==> src/rtl/jump_pc_unit.sv <==
// Program-counter unit: sequential, absolute, label-table and relative-branch next-PC sources,
// with a sticky halt and a saturating jump counter. Define JUMP_LUT_WRITE_EN to make the label table writable.
module jump_pc_unit #(
  parameter int PC_W  = 16,
  parameter int IDX_W = 4,
  parameter int OFS_W = 8
) (
  input  logic             clk,
  input  logic             reset,
  input  logic             advance,
  input  logic [1:0]       mode,
  input  logic             br_taken,
  input  logic [PC_W-1:0]  target_in,
  input  logic [IDX_W-1:0] idx,
  input  logic [OFS_W-1:0] offset,
  input  logic             halt_req,
`ifdef JUMP_LUT_WRITE_EN
  input  logic             lut_we,
  input  logic [IDX_W-1:0] lut_widx,
  input  logic [PC_W-1:0]  lut_wdata,
`endif
  output logic [PC_W-1:0]  pc,
  output logic             halted,
  output logic [7:0]       jump_cnt
);

  typedef enum logic [1:0] {
    MODE_SEQ = 2'b00,
    MODE_ABS = 2'b01,
    MODE_TBL = 2'b10,
    MODE_REL = 2'b11
  } mode_e;

  function automatic logic [PC_W-1:0] default_label(input int unsigned i);
    logic [31:0] v;
    case (i)
      0:       v = 32'd10;
      1:       v = 32'd22;
      2:       v = 32'd76;
      3:       v = 32'd101;
      4:       v = 32'd123;
      5:       v = 32'd131;
      6:       v = 32'd8;
      7:       v = 32'd37;
      8:       v = 32'd16;
      default: v = '0;
    endcase
    return PC_W'(v);
  endfunction

  logic [PC_W-1:0] label_rd;

`ifdef JUMP_LUT_WRITE_EN
  localparam int unsigned DEPTH = 2 ** IDX_W;

  logic [PC_W-1:0] label [DEPTH];

  always_ff @(posedge clk) begin
    if (reset) begin
      for (int unsigned i = 0; i < DEPTH; i++)
        label[IDX_W'(i)] <= default_label(i);
    end else if (lut_we) begin
      label[lut_widx] <= lut_wdata;
    end
  end

  // Read happens before the edge, so a same-cycle write is seen only from the next cycle.
  assign label_rd = label[idx];
`else
  assign label_rd = default_label(32'(idx));
`endif

  logic [PC_W-1:0] ofs_ext;
  logic [PC_W-1:0] next_pc;
  logic            is_jump;
  logic            upd;

  assign ofs_ext = PC_W'($signed(offset));
  assign upd     = advance & ~halted;

  always_comb begin
    next_pc = pc + PC_W'(1);
    is_jump = 1'b0;
    case (mode_e'(mode))
      MODE_SEQ: next_pc = pc + PC_W'(1);
      MODE_ABS: begin
        next_pc = target_in;
        is_jump = 1'b1;
      end
      MODE_TBL: begin
        next_pc = label_rd;
        is_jump = 1'b1;
      end
      MODE_REL: begin
        if (br_taken) begin
          next_pc = pc + ofs_ext;
          is_jump = 1'b1;
        end
      end
      default: next_pc = pc + PC_W'(1);
    endcase
  end

  always_ff @(posedge clk) begin
    if (reset) begin
      pc       <= '0;
      halted   <= 1'b0;
      jump_cnt <= '0;
    end else if (upd) begin
      pc <= next_pc;
      if (halt_req)
        halted <= 1'b1;
      if (is_jump && jump_cnt != 8'hFF)
        jump_cnt <= jump_cnt + 8'd1;
    end
  end

endmodule

==> config.mk <==
export PLATFORM = sky130hd
export DESIGN_NAME = jump_pc_unit
export DESIGN_NICKNAME = d
export VERILOG_FILES = /design/src/rtl/jump_pc_unit.sv
export SDC_FILE = /design/constraint.sdc
export NUM_CORES = 1
export LEC_CHECK = 0
export CAP_MARGIN = 20
export CELL_PAD_IN_SITES_DETAIL_PLACEMENT = 2
export CELL_PAD_IN_SITES_GLOBAL_PLACEMENT = 2
export CORE_MARGIN = 2
export CORE_UTILIZATION = 26
export DETAILED_ROUTE_END_ITERATION = 10
export HOLD_SLACK_MARGIN = 0.1
export PLACE_DENSITY = 0.78
export SKIP_LAST_GASP = 1
export SYNTH_ARGS = -nofsm -noshare
export SYNTH_HDL_FRONTEND = slang
export SYNTH_SLANG_ARGS = --single-unit
==> constraint.sdc <==
create_clock -name clk -period 2.3 [get_ports clk]
set_input_delay 0.46 -clock clk [delete_from_list [all_inputs] [get_ports clk]]
set_output_delay 0.46 -clock clk [all_outputs]
set_load 0.05 [all_outputs]
==> run metrics <==
commonest non-fill, non-tap cell in the layout buf_4; CP max stage cell clkdlybuf4s50_1; Setup crit start kind input pin; CTS root buf clkbuf_8; Setup crit end kind flop; top cells by area, synth dfxtp_1, ha_1, nor2_1, a21oi_1, nand2_1; initial antenna violation count 0; die area a little over 10000 sq um; share of async-settable or async-resettable flops after synthesis 0%; CP Data Required Time 2450 ps; synth warn 0; global routing's busiest layer met2; cell taking the most area after synthesis dfxtp_1; Slew @ Worst Pin around 500 ps; WS Path Type in -> reg; compound-gate portion of the synthesized area roughly 29%; total CTS buffers 3; final worst slack -91.1 ps; final net count 524; area share of the largest cell type after synthesis 20.1%; met1 Resource Use GR between 20% and 30%; FP Rows 35; CTS clk-pin slew, worst paths 110 ps; initial core utilization 26.9%; TritonRoute pass-1 iters 5; RSZ-0062 raised after global routing yes; Final ANT Viol Nets 0; Buf+Inv Stages, Crit Path 3; CTS max path bufs 2; simple-gate portion of the synthesized area 25.1%; Worst Path Arrival between 2000 and 3000 ps; f_max between 400 and 500 MHz; Final Max Slew Viols 0; crit-path cells clkdlybuf4s50_1 -> buf_4 -> ha_1 -> nor2b_1 -> nor2_1 -> buf_4 -> nor2_1 -> a21oi_1 -> o31ai_1; failing checks setup timing; Setup Viol. Count Final 7; n_diodes 0; total power 0.00156 W; ys flop type dfxtp_1; final period utilization 104%; FF+latch count, synth 25; Final Wtd Congestion 0.860; Worst R2R Setup Slack -50 ps; wire per inst 23.8 um; power per cell area approximately 370 nW/um^2; maximum capacitance violations 0; I/O Pins 60; vias per cell approximately 5.6; CTS tree built; GRT Total Usage 23.5%; final setup TNS -262 ps; Clock Latency Late Sink 280 ps; post-synthesis mux area share between 1.5 and 2%; Mapped Cells 320; core area 9240 sq um; die width 102 um; Fin. Hold Viols 0; fill cell count 1022; Mean Syn Cell Area approximately 7.8 sq um; leak pwr about 1.7 nW; Cell Area, Synth 2490 sq um; Worst path max stage delay just over 500 ps; status complete, but fails checks; Port Buffers 59; Netlist cell types a little over 60; Seq/Total Area, Yosys between 20% and 30%; layout cells sized above 1 between 30% and 40%; vias in the first global route around 3500; wirelength, routed around 14000 um; DR DRC count 0; dpl hpwl between 9000 and 10000 um; Synth Area in Adders between 10% and 20%; kind of cell adding the most delay to the critical path buffers and inverters; most frequent cells in the layout buf_4, clkdlybuf4s50_1, nor2_1; worst rel slew slack about 66%; synth-to-layout area growth 69.2%; worst-path maximum fanout 6; clock skew approximately 1.4 ps; routed via count ~3300; EDFF count, synth 0; met3 usage around 2.9%; Synth Area in XOR/XNOR 7.39%; clock sinks 25; largest family of logic cells by synthesized area compound AO/OA/AOI/OAI gates; Die H a little over 100 um; Hold Crit Class reg -> reg; first-pass GRT wire length approximately 19000 um; syn nets 381; met2 Use GR between 40% and 50%; initial DRC count approximately 180; Worst VDD drop about 240 uV; largest net degree at the start of global routing 14; total gr overflow 0; H-tree levels 1; minimum clock period 2390 ps
[cells in the mapped netlist (6+ instances only)]
| cell type | n |
|---|---|
| nor2_1 | 30 |
| nand2_1 | 26 |
| dfxtp_1 | 25 |
| ha_1 | 25 |
| a21oi_1 | 21 |
| o21ai_0 | 15 |
| inv_1 | 12 |
| nand3_1 | 11 |
| xor2_1 | 11 |
| xnor2_1 | 10 |
| clkbuf_1 | 9 |
| nand4_1 | 8 |
| nor2b_1 | 8 |
| a211oi_1 | 7 |
| nor3_1 | 7 |
| a21o_1 | 6 |
| a222oi_1 | 6 |
| a31oi_1 | 6 |
[worst min-delay path: stages, from the launching register on]
cell     delay (ps)
dfxtp_1         370
o21ai_0          90
a21oi_1          60
[layer usage]
metal,routed length [um],vias up
met5,0,-
met4,643,0
met3,520,42
met1,5600,1651
met2,7280,113
li1,-,1493
[cell type report]
cell class / instances / area [sq um] / area share, %
Multi-Input combinational cell: 271 / 2150 / 51.2
Timing Repair Buffer: 150 / 1290 / 30.7
Tap cell: 129 / 161 / 3.84
Clock buffer: 4 / 45.0 / 1.07
Inverter: 12 / 45.0 / 1.07
Sequential cell: 25 / 512 / 12.2
[metrics by stage]
stage	hold WS, ps	instance area [sq um]	worst slack [ps]	std cells	utilization (%)
global placement	497	3840	-579	579	41.5
floorplan	601	2500	3.55	320	-
global route	583	4210	-157	591	45.5
detailed placement	536	3840	-779	579	41.5
CTS	558	4060	-16.3	587	43.9
finish	558	4210	-91.1	591	45.5
[registers in the layout, summed over array words and instances (netlist names)]
| register | flops |
|---|---|
| halted | 1 |
| pc | 16 |
| jump_cnt | 8 |
[cell families (layout without fill, tap and decap cells)]
group,count (synthesis),in the layout
AO/OA/AOI/OAI,100,100
XOR/XNOR,21,21
adder cells (fa/ha/maj),26,26
buffers and inverters,24,166
flip-flops,25,25
multiplexers,4,4
AND/OR/NAND/NOR,120,120
[power breakdown]
part / total [W] / leakage (nW) / internal [W] / switching [W]
Clock: 0.000304 / 0.0228 / 0.000125 / 0.000179
Sequential: 0.000490 / 0.207 / 0.000453 / 0.0000366
Combinational: 0.000766 / 1.48 / 0.000356 / 0.000410
Total: 0.00156 / 1.71 / 0.000934 / 0.000625
[path summary, 6_finish.rpt]
path                from     endpoint  depth (start not counted)
min          jump_cnt[5]  jump_cnt[5]                          2
max              mode[0]       pc[10]                          9
min reg2reg  jump_cnt[5]  jump_cnt[5]                          2
max reg2reg        pc[4]       pc[13]                          7
[repair_timing]
item | CTS | global route
pin swaps | 16 | 14
cloned | 0 | 0
hold buffers | 0 | 0
setup buffers | 4 | 5
endpoints found under the setup margin | 12 | 9
gates resized for setup | 30 | 24
No activity file was read; power rests on OpenSTA's default activity.
